**config.mk**
```make
export PLATFORM = sky130hd
export DESIGN_NAME = delay_cascade_calibrator
export DESIGN_NICKNAME = d
export VERILOG_FILES = /design/src/rtl/delay_cascade_calibrator.sv
export SDC_FILE = /design/constraint.sdc
export NUM_CORES = 1
export LEC_CHECK = 0
export BUFFER_PORTS_ARGS = -buffer_cell sky130_fd_sc_hd__buf_2
export CORE_MARGIN = 5
export CORE_UTILIZATION = 40
export CTS_CLUSTER_DIAMETER = 60
export DETAILED_ROUTE_END_ITERATION = 10
export PLACE_DENSITY_LB_ADDON = 0.3
export SETUP_SLACK_MARGIN = 0.15
export SLEW_MARGIN = 20
export SYNTH_ARGS = -nofsm -noshare
export SYNTH_HDL_FRONTEND = slang
export SYNTH_SLANG_ARGS = --single-unit
```
**constraint.sdc**
```tcl
create_clock -name clk -period 2.25 [get_ports clk]
set_clock_uncertainty 0.1 [all_clocks]
set_input_delay 0.45 -clock clk [delete_from_list [all_inputs] [get_ports clk]]
set_output_delay 0.45 -clock clk [all_outputs]
set_load 0.1 [all_outputs]
```
**src/rtl/delay_cascade_calibrator.sv**
```systemverilog
// ---------------------------------------------------------------------------
// delay_cascade_calibrator
//
// Purpose:
//   Closed-loop calibration controller for a programmable delay cascade.
//   It sweeps the thermometer select code upward from 0. For each code it
//   toggles the cascade input TRIALS times and checks that the delayed edge
//   reaches the sampling point every time. It reports the largest code that
//   always passed, which is the maximum safe delay setting for the current
//   PVT corner.
//
// Ports:
//   clk        in   system clock
//   rst        in   asynchronous active-high reset
//   start      in   1-cycle sweep request, honoured only in IDLE
//   dl_sample  in   cascade output captured at the sampling phase (clk domain)
//   dl_in      out  registered launch signal into the cascade
//   dl_sel     out  thermometer select to the cascade, (1<<code)-1
//   busy       out  high from the cycle after start is accepted through DONE
//   done       out  1-cycle pulse in the DONE state
//   cal_code   out  result code, held until the next done pulse
//   cal_err    out  code 0 failed; cal_code is forced to 0
// ---------------------------------------------------------------------------
module delay_cascade_calibrator #(
    parameter int NUM_STAGES = 6,
    parameter int SETTLE_CYC = 4,
    parameter int SAMPLE_DLY = 2,
    parameter int TRIAL_LOG2 = 2
) (
    input  logic                              clk,
    input  logic                              rst,
    input  logic                              start,
    input  logic                              dl_sample,
    output logic                              dl_in,
    output logic [NUM_STAGES-1:0]             dl_sel,
    output logic                              busy,
    output logic                              done,
    output logic [$clog2(NUM_STAGES+1)-1:0]   cal_code,
    output logic                              cal_err
);

    localparam int TRIALS = 1 << TRIAL_LOG2;
    localparam int CODE_W = $clog2(NUM_STAGES + 1);
    localparam int CNT_W  = $clog2(((SETTLE_CYC > SAMPLE_DLY) ? SETTLE_CYC : SAMPLE_DLY) + 1);
    localparam int TRL_W  = TRIAL_LOG2 + 1;

    typedef enum logic [2:0] {
        IDLE, SETTLE, LAUNCH, WAIT, SAMPLE, EVAL, DONE
    } state_t;

    state_t              state, state_next;
    logic [CNT_W-1:0]    cnt;
    logic [TRL_W-1:0]    trial;
    logic [TRL_W-1:0]    hits;
    logic [CODE_W-1:0]   code;
    logic [CODE_W-1:0]   best;
    logic                err;
    logic                pass;
    logic                last_trial;
    logic                last_code;

    function automatic logic [NUM_STAGES-1:0] therm(input logic [CODE_W-1:0] c);
        logic [NUM_STAGES-1:0] t;
        for (int i = 0; i < NUM_STAGES; i++) begin
            t[i] = (i < int'(c));
        end
        return t;
    endfunction

    // No partial credit: every trial of a code must have hit.
    assign pass       = (hits == TRL_W'(TRIALS));
    assign last_trial = (trial == TRL_W'(TRIALS - 1));
    assign last_code  = (code == CODE_W'(NUM_STAGES));

    assign busy = (state != IDLE);
    assign done = (state == DONE);

    // NOTE: sequential state uses non-blocking assignments so every register
    // samples the values from before the clock edge.
    always_ff @(posedge clk or posedge rst) begin
        if (rst) begin
            state <= IDLE;
        end else begin
            state <= state_next;
        end
    end

    // NOTE: state_next gets its default before the case so no path leaves it
    // unassigned, which would infer a latch.
    always_comb begin
        state_next = state;
        case (state)
            IDLE:   if (start) state_next = SETTLE;
            SETTLE: if (cnt == CNT_W'(SETTLE_CYC - 1)) state_next = LAUNCH;
            LAUNCH: state_next = WAIT;
            WAIT:   if (cnt == CNT_W'(SAMPLE_DLY - 1)) state_next = SAMPLE;
            SAMPLE: state_next = last_trial ? EVAL : LAUNCH;
            // A failing code ends the sweep: delay is monotonic in code, so
            // higher codes cannot pass either.
            EVAL:   state_next = (pass && !last_code) ? SETTLE : DONE;
            DONE:   state_next = IDLE;
            default: state_next = IDLE;
        endcase
    end

    always_ff @(posedge clk or posedge rst) begin
        if (rst) begin
            cnt      <= '0;
            trial    <= '0;
            hits     <= '0;
            code     <= '0;
            best     <= '0;
            err      <= 1'b0;
            dl_in    <= 1'b0;
            dl_sel   <= '0;
            cal_code <= '0;
            cal_err  <= 1'b0;
        end else begin
            // One shared counter times both SETTLE and WAIT; it restarts on
            // every state change.
            if (state_next != state) begin
                cnt <= '0;
            end else if (state == SETTLE || state == WAIT) begin
                cnt <= cnt + 1'b1;
            end

            if (state_next == SETTLE && state != SETTLE) begin
                trial <= '0;
                hits  <= '0;
            end

            case (state)
                IDLE: begin
                    if (start) begin
                        code   <= '0;
                        best   <= '0;
                        err    <= 1'b0;
                        dl_sel <= '0;
                    end
                end
                LAUNCH: dl_in <= ~dl_in;
                SAMPLE: begin
                    if (dl_sample == dl_in) hits <= hits + 1'b1;
                    if (!last_trial) trial <= trial + 1'b1;
                end
                EVAL: begin
                    if (pass) begin
                        best <= code;
                        if (!last_code) begin
                            code   <= code + 1'b1;
                            dl_sel <= therm(code + 1'b1);
                        end
                    end else if (code == '0) begin
                        err <= 1'b1;
                    end
                end
                DONE: begin
                    cal_code <= best;
                    cal_err  <= err;
                    dl_sel   <= therm(best);
                end
                default: ;
            endcase
        end
    end

endmodule
```
==> results of run 1 <==
## layer usage
layer / global-route usage (%) / vias up / share of wire, %
met4: 5.83 / 0 / 1.8
met2: 23.8 / 37 / 46
met5: 0 / - / 0
met1: 17.2 / 625 / 46
li1: - / 674 / -
met3: 3.83 / 8 / 6.7
## cell type report
class / count / area (um^2)
Fill cell: 391 / 2090
Multi-Input combinational cell: 125 / 843
Sequential cell: 30 / 752
Timing Repair Buffer: 23 / 150
Clock buffer: 7 / 86.3
Inverter: 18 / 71.3
Tap cell: 50 / 62.6
Clock inverter: 1 / 5.00
## per-stage QoR
step                      power (mW)  std cells
final                           2.69        254
after CTS                       2.69        253
after global routing            2.87        254
after floorplan                 1.98        181
after detailed placement        2.23        245
after global placement          2.20        245
## worst max path at each step
stage | cells past startpoint | slack, ns | to | startpoint
finish | 4 | 0.21 | done | state[0]
global route | 4 | 0.12 | done | state[0]
CTS | 4 | 0.15 | done | state[0]
detailed placement | 5 | 0.20 | code[1] | start
global placement | 5 | 0.27 | code[1] | start
floorplan | 6 | 0.15 | dl_sel[3] | state[1]
## worst max-delay path: stages, from the launching register on
cell and delay [ns]:
dfrtp_2 0.43, and2b_1 0.24, nand2_2 0.14, clkinvlp_4 0.19, buf_12 0.21
## power groups by stage
| stage | clock (mW) | combinational (mW) | sequential (mW) |
|---|---|---|---|
| finish | 0.446 | 1.39 | 0.852 |
| global placement | 0 | 1.34 | 0.860 |
| detailed placement | 0 | 1.37 | 0.865 |
| global route | 0.484 | 1.51 | 0.879 |
| floorplan | 0 | 0.742 | 1.24 |
| CTS | 0.464 | 1.37 | 0.855 |
## state kept, by name, indices dropped and copies added (netlist names), 3 cells and up
register	cells
state	3
hits	3
code	3
cnt	3
cal_code	3
dl_sel	6
best	3
trial	3
## logic make-up after synthesis
group                      after synthesis
muxes                                    6
AOI/OAI and AO/OA                       46
buffers and inverters                   26
adders and majority gates                9
xor gates and xnor gates                 5
DFF                                     30
and+or+nand+nor                         59
## layout by cell type, fill, tap and decap left out, types with 2 or more instances in the layout
cell,synthesis,layout
buf_4,1,7
a31oi_1,2,2
a211oi_1,2,2
inv_1,18,17
buf_2,0,14
nor3b_2,2,2
a2111oi_0,2,2
dfrtp_1,30,29
mux2i_1,5,5
o21ai_0,10,10
nor2b_1,2,2
a21oi_1,11,10
nand2_1,23,22
o21bai_1,2,2
clkbuf_8,0,6
xor2_1,3,3
nand2_2,1,2
nor3_1,5,4
nand3_1,8,8
nor2_1,8,8
nand4b_1,2,2
xnor2_1,2,2
o21a_1,3,3
ha_1,9,9
o22ai_1,4,4
## what timing repair did
| item | CTS | global route |
|---|---|---|
| endpoints found under the setup margin | 0 | 3 |
| setup buffers | 0 | 1 |
| resized for setup | 0 | 4 |
==> run metrics, run 1 <==
top cell type's share of synthesized area=44.0%; sequential share of the synthesized area=44.0%; top cells by count, synth=dfrtp_1 (30), nand2_1 (23), inv_1 (18); actual slew at the worst max-slew pin=0.486 ns; startpoint types=flip-flop; die height=75.3 um; R2R setup slack=0.29 ns; CTS Buf Count=5; final setup fails=0; worst rel slew slack=between 60% and 70%; CTS max path bufs=2; Post-Syn Area=0.00171 mm^2; clock power share=between 10% and 20%; synth top area cells=dfrtp_1 (44%), ha_1 (6.6%), nand2_1 (5.1%); cell area after placement=roughly 0.0019 mm^2; critical path arrival=1.49 ns; via count=1344; row cnt=23; Placer Congestion=a little over 0.8; hold slack=0.132 ns; Max Cap Violations=0; count leader, synth=dfrtp_1; fmax=0.490 GHz; global route overflow=0; Post-Route WL=3520 um; largest net degree at the start of global routing=31; share of cells above drive strength 1=21.6%; r2r endpoint=dl_sel[3]; # H-tree levels=2; number of global-route vias before repair=1336; CTS Sinks=30; all-layer global routing usage=about 14%; Initial Util=42.1%; Setup TNS=0 ns; core area=0.00406 mm^2; Post-Synth Simple-Gate Area=~18%; Mapped Avg Cell Area=9.43 um^2; Synth Area in Compound Gates=17.7%; Post-Syn Nets=194; Post-Layout Inst Area=approximately 0.0020 mm^2; Layout Utilization=between 40% and 50%; fin crit share=90.7%; pwr/cell area=1360 mW/mm^2; die area=0.00567 mm^2; antenna cells=0; final worst slack=0.210 ns; Yosys reg bits=30; drt via density=5.29; Root Driver=clkbuf_8; first-pass GRT wire length=6080 um; Int Power=1.36 mW; CP Max Fanout=8; CTS clock-pin slew for the worst setup and hold paths=roughly 0.060 ns; Post-synth ARST share=100%; mux share of post-synthesis cell area=3.59%; R2R depth=6; net count reported at finish=216; Post-Place Worst Slack=0.197 ns; status=finished clean; initial antenna violation count=0; Switching Share=49.5%; boundary pin count=17; Die W=approximately 75 um; Period minus WS final=about 2.0 ns; RSZ-0062 raised after global routing=true; Post-Synthesis Cells=181; Final Max Tran Viols=0; area growth from synthesis to layout=15.5%; CTS Hold Bufs=0; Worst EP required=1.70 ns; largest family of logic cells by synthesized area=simple AND/OR/NAND/NOR gates; worst-skew pair later-pin latency=0.28 ns; nature of the critical path endpoint=output pin; Starting DRT DRC Count=61; class of the worst hold path=input port to asynchronous set/reset pin; drt first pass iters=4; Adder-Cell Fraction of Synth Area=6.60%; Comb power frac=51.6%; Reg power frac=a little under a third; leakage=approximately 0.95 nW; CP Class=flip-flop to output pin; number of enable flip-flop cells after synthesis=0; Worst VDD drop=0.753 mV; drt drc=0; CTS tree=yes; NetSw=1.33 mW; Final ANT Viol Nets=0; Port Buffers=16; Main synth FF type=dfrtp_1; WL/cell=13.9 um; synth warn=0; XOR/XNOR Fraction of Synth Area=2.57%; cell taking the most area after synthesis=dfrtp_1; FF-to-FF Start=hits[0]; synth unique cells=44; dpl hpwl=between 2000 and 3000 um; Fin. Hold Viols=0
Power figures use the tool's default switching activity.
==> run 2, diff against run 1 <==
- CTS_BUF_LIST: unset -> sky130_fd_sc_hd__clkbuf_2
- GPL_TIMING_DRIVEN: unset -> 0
- PLACE_DENSITY: unset -> 0.7
- PLACE_DENSITY_LB_ADDON: 0.3 -> unset
==> run metrics, run 2 (synthesis gave the netlist of run 1 again) <==
CTS Hold Bufs=0 (unchanged); drt first pass iters=4 (unchanged); Post-Layout Inst Area=0.00199 mm^2 (+1.0%); net count reported at finish=224 (+3.7%); register area=752 um^2 (unchanged); critical path arrival=1.49 ns (about the same); Root Driver=clkbuf_2; number of global-route vias before repair=1320 (-1.2%); CP Class=flip-flop to output pin; final worst slack=0.208 ns (-0.00167 ns); Reg with most FFs=dl_sel; CTS Buf Count=5 (unchanged); Port Buffers=16 (unchanged); CP peak stage delay=0.48 ns (+0.05 ns); hold slack=0.0353 ns (-0.0969 ns); Period minus WS final=2.04 ns (+0.00167 ns); row cnt=23 (unchanged); fin crit share=90.8% (about the same); worst path cell trace=and2b_2 -> nand2_4 -> clkinvlp_4 -> buf_6; CTS clock-pin slew for the worst setup and hold paths=0.17 ns (+0.11 ns); CTS Sinks=30 (unchanged); fill count=384 (-1.8%); leakage=0.968 nW (+2.3%); FF-to-FF Start=state[1]; fmax=0.490 GHz (about the same); pwr/cell area=1300 mW/mm^2 (-4.7%); dpl hpwl=2520 um (-2.2%); nature of the critical path endpoint=output pin; critical path's slowest cell=dfrtp_2; Initial Util=42.1% (unchanged); CTS tree=yes; share of cells above drive strength 1=23.6% (+2.0 points); cell area after placement=0.00186 mm^2 (-0.20%); die height=75.3 um (unchanged); Multi-input gate area=853 um^2 (+1.2%); startpoint types=flip-flop; area growth from synthesis to layout=16.6%; Max Cap Violations=0 (unchanged); Final ANT Viol Nets=0 (unchanged); Placer Congestion=0.827 (+2.7%); Die W=75.3 um (unchanged); WL/cell=13.2 um (-5.1%); most common cell after layout, fill and taps aside=dfrtp_1; total power=2.58 mW (-3.8%); most frequent cells in the layout=dfrtp_1 (29), nand2_1 (23), inv_1 (15); global route overflow=0 (unchanged); CTS max path bufs=2 (unchanged); # H-tree levels=2 (unchanged); final setup fails=0 (unchanged); Worst VDD drop=0.399 mV (-47%); Setup crit start=state[1]; worst rel slew slack=58.8% (-9.0 points); class of the worst hold path=input port to asynchronous set/reset pin; largest net degree at the start of global routing=31 (unchanged); Final Max Tran Viols=0 (unchanged); boundary pin count=17 (unchanged); drt drc=0 (unchanged); first-pass GRT wire length=6090 um (+0.23%); Fin. Hold Viols=0 (unchanged); antenna cells=0 (unchanged); all-layer global routing usage=14.2% (about the same); core area=0.00406 mm^2 (unchanged); Post-Route WL=3450 um (-2.1%); worst-skew pair later-pin latency=0.36 ns (+0.08 ns); status=finished clean; number of flip-flops in the largest register=6 (unchanged); Worst EP required=1.70 ns (about the same); RSZ-0062 raised after global routing=true; die area=0.00567 mm^2 (unchanged); Starting DRT DRC Count=83 (+36%); Post-Place Worst Slack=0.236 ns (+0.0394 ns); drt via density=5.16 (-2.4%); initial antenna violation count=0 (unchanged); CP Max Fanout=7 (-1); via count=1353 (+0.67%); actual slew at the worst max-slew pin=0.618 ns (+0.131 ns); Setup TNS=0 ns (unchanged)
[run 2: cell count changes in the layout (fill, tap and decap cells not counted), moves of 2 or more]
cell and delta:
buf_6 +4, clkbuf_1 +3, clkbuf_2 +5, clkbuf_8 -6, inv_1 -2, inv_2 +2, nand2_2 -2
[run 2: final timing paths]
kind | cells past startpoint | to | slack (ns)
min reg2reg | 2 | cal_code[2] | 0.39
max | 4 | done | 0.21
min | 2 | err | 0.04
min in group clk | 2 | err | 0.26
max in group asynchronous | 2 | state[1] | 1.57
max reg2reg | 5 | dl_sel[3] | 0.24
[run 2: layer usage]
metal | wire length (um) | GRT usage (%) | share of wire, %
met4 | 73 | 5.63 | 2.1
met5 | 0 | 0 | 0
met1 | 1680 | 19.8 | 49
met2 | 1580 | 21.0 | 46
met3 | 109 | 3.83 | 3.2
[run 2: what timing repair did]
item,4_1_cts,5_1_grt
gates cloned,0,0
pin swaps,0,1
setup endpoints to repair,2,3
buffers inserted,2,5
gates resized for setup,6,6
[run 2: final cells by class]
type / count / share of cell area [%]
sequential: 30 / 37.8
clock inverter: 3 / 0.817
clock buffer: 5 / 1.26
inverter: 18 / 3.58
multi-input combinational: 125 / 42.9
tap: 50 / 3.14
timing repair buffer: 23 / 7.73
buffer: 8 / 2.83
[run 2: worst max-delay path, delay by kind of cell, from the launching register on]
kind	cells	cell delay [ns]
buf+inv	2	0.29
flops	1	0.48
simple gates	2	0.37
[run 2: through the flow]
step | util, % | instances
2_1_floorplan | - | 181
3_3_place_gp | 45.8 | 247
3_5_place_dp | 45.8 | 247
4_1_cts | 47.7 | 257
5_1_grt | 49.1 | 262
6_report | 49.1 | 262
[run 2: power breakdown]
part	switching, mW	internal, mW
Clock	0.192	0.0709
Sequential	0.123	0.711
Combinational	1.03	0.461
Total	1.34	1.24
==> run 3, diff against run 2 <==
--- a/constraint.sdc
+++ b/constraint.sdc
@@ -4,2 +4,2 @@
 set_output_delay 0.45 -clock clk [all_outputs]
-set_load 0.1 [all_outputs]
+set_load 0.01 [all_outputs]
==> run metrics, run 3 (synthesis gave the netlist of run 1 again) <==
Period minus WS final=2.01 ns (-0.0316 ns); fmax=0.497 GHz (+1.6%); Worst EP required=2.43 ns (+0.73 ns); hold slack=0.0280 ns (-0.00737 ns); critical path's slowest cell=or4b_4; CP peak stage delay=0.55 ns (+0.07 ns); fill count=403 (+4.9%); class of the worst hold path=input port to asynchronous set/reset pin; r2r endpoint=dl_sel[3]; dpl hpwl=2600 um (+3.1%); leakage=0.925 nW (-4.5%); CTS Buf Count=5 (unchanged); Final Max Tran Viols=0 (unchanged); die height=75.3 um (unchanged); worst path cell trace=inv_1 -> ha_1 -> nand2_1 -> or4b_4 -> nand2_1 -> mux2_2; initial antenna violation count=0 (unchanged); dpl cells=247 (unchanged); R2R setup slack=0.24 ns (about the same); row cnt=23 (unchanged); CTS max path bufs=2 (unchanged); Fin. Hold Viols=0 (unchanged); global route hottest layer=met2; die area=0.00567 mm^2 (unchanged); WL/cell=13.9 um (+5.9%); worst rel slew slack=57.2% (-1.6 points); Post-Place Worst Slack=0.207 ns (-0.0296 ns); Port Buffers=16 (unchanged); Final ANT Viol Nets=0 (unchanged); Post-Route WL=3550 um (+3.1%); # H-tree levels=2 (unchanged); nature of the critical path endpoint=flip-flop; R2R depth=6 (+1); Worst path most repeated cell=nand2_1; CP Max Fanout=4 (-3); most frequent cells in the layout=dfrtp_1 (29), nand2_1 (22), inv_1 (16), buf_2 (16), a21oi_1 (11); worst-skew pair later-pin latency=0.37 ns (about the same); number of flip-flops in the largest register=6 (unchanged); global route overflow=0 (unchanged); Critical Path Stages=6 (+2); net count reported at finish=218 (-2.7%); met2 Use GR=21.2% (+0.19 points); drt drc=0 (unchanged); M1 GR Usage=19.4% (-0.35 points); number of global-route vias before repair=1253 (-5.1%); fin cells=255 (-2.7%); all-layer global routing usage=14.2% (about the same); most common cell after layout, fill and taps aside=dfrtp_1; core area=0.00406 mm^2 (unchanged); fin crit share=89.4% (-1.4 points); actual slew at the worst max-slew pin=0.641 ns (+0.0236 ns); boundary pin count=17 (unchanged); status=finished clean; share of cells above drive strength 1=20.5% (-3.1 points); Placer Congestion=0.915 (+11%); CTS Sinks=30 (unchanged); area growth from synthesis to layout=11.7%; final setup fails=0 (unchanged); RSZ-0062 raised after global routing=true; Max Cap Violations=0 (unchanged); Setup TNS=0 ns (unchanged); met3 usage=3.96% (+0.13 points); Worst VDD drop=0.288 mV (-28%); Die W=75.3 um (unchanged); CTS Hold Bufs=0 (unchanged); Initial Util=42.1% (unchanged); largest net degree at the start of global routing=31 (unchanged); FF-to-FF Start=hits[0]; via count=1372 (+1.4%); pwr/cell area=1070 mW/mm^2 (-17%); CTS tree=yes; Root Driver=clkbuf_2; CTS clock-pin slew for the worst setup and hold paths=0.16 ns (about the same); Starting DRT DRC Count=112 (+35%); critical path arrival=2.19 ns (+0.70 ns); delay-heaviest family, CP=simple AND/OR/NAND/NOR gates; CP Class=flip-flop to flip-flop; antenna cells=0 (unchanged); final worst slack=0.240 ns (+0.0316 ns); startpoint types=flip-flop; first-pass GRT wire length=6090 um (unchanged); WP buf/inv=1 (-1); drt via density=5.38 (+4.2%); Reg with most FFs=dl_sel; drt first pass iters=4 (unchanged)
[run 3: final cells by class]
type | instances | area, um^2 | area share (%)
Buffer | 8 | 56.3 | 2.95
Clock buffer | 5 | 25.0 | 1.31
Clock inverter | 2 | 10.0 | 0.525
Inverter | 18 | 67.6 | 3.54
Multi-Input combinational cell | 125 | 846 | 44.4
Sequential cell | 30 | 752 | 39.4
Tap cell | 50 | 62.6 | 3.28
Timing Repair Buffer | 17 | 87.6 | 4.59
[run 3: where the power goes]
group / switching [mW] / internal [mW] / total [mW] / leakage [nW]
Clock: 0.188 / 0.0671 / 0.255 / 0.0286
Combinational: 0.560 / 0.399 / 0.960 / 0.497
Sequential: 0.122 / 0.711 / 0.834 / 0.399
Total: 0.871 / 1.18 / 2.05 / 0.925
[run 3: worst max path at each step]
stage              from        end
3_3_place_gp    code[0]  dl_sel[3]
4_1_cts        state[0]       done
2_1_floorplan   code[0]  dl_sel[3]
6_report        hits[0]  dl_sel[3]
3_5_place_dp    code[0]  dl_sel[3]
5_1_grt        state[1]       done
[run 3: metal layers]
layer,routed length [um],up-vias
met5,0,-
met4,69,0
met3,183,6
met2,1670,38
met1,1630,651
li1,-,677
[run 3: repair_timing]
| action | in CTS | in global routing |
|---|---|---|
| hold endpoints to repair | 0 | 0 |
| endpoints found under the setup margin | 2 | 3 |
| setup buffers | 0 | 1 |
| resized for setup | 2 | 3 |
| pin swaps | 0 | 0 |
[run 3: worst reg2reg max path, cell delays in order (launching register included)]
cell	delay [ns]
dfrtp_1	0.42
inv_1	0.09
ha_1	0.21
nand2_1	0.13
or4b_4	0.55
nand2_1	0.12
mux2_2	0.33
[run 3: through the flow]
| step | power, mW | utilization [%] | area [um^2] |
|---|---|---|---|
| after CTS | 2.04 | 46.6 | 1890 |
| after floorplan | 1.53 | - | 1710 |
| after global routing | 2.24 | 47.0 | 1910 |
| after global placement | 1.76 | 45.6 | 1850 |
| final | 2.05 | 47.0 | 1910 |
| after detailed placement | 1.78 | 45.6 | 1850 |
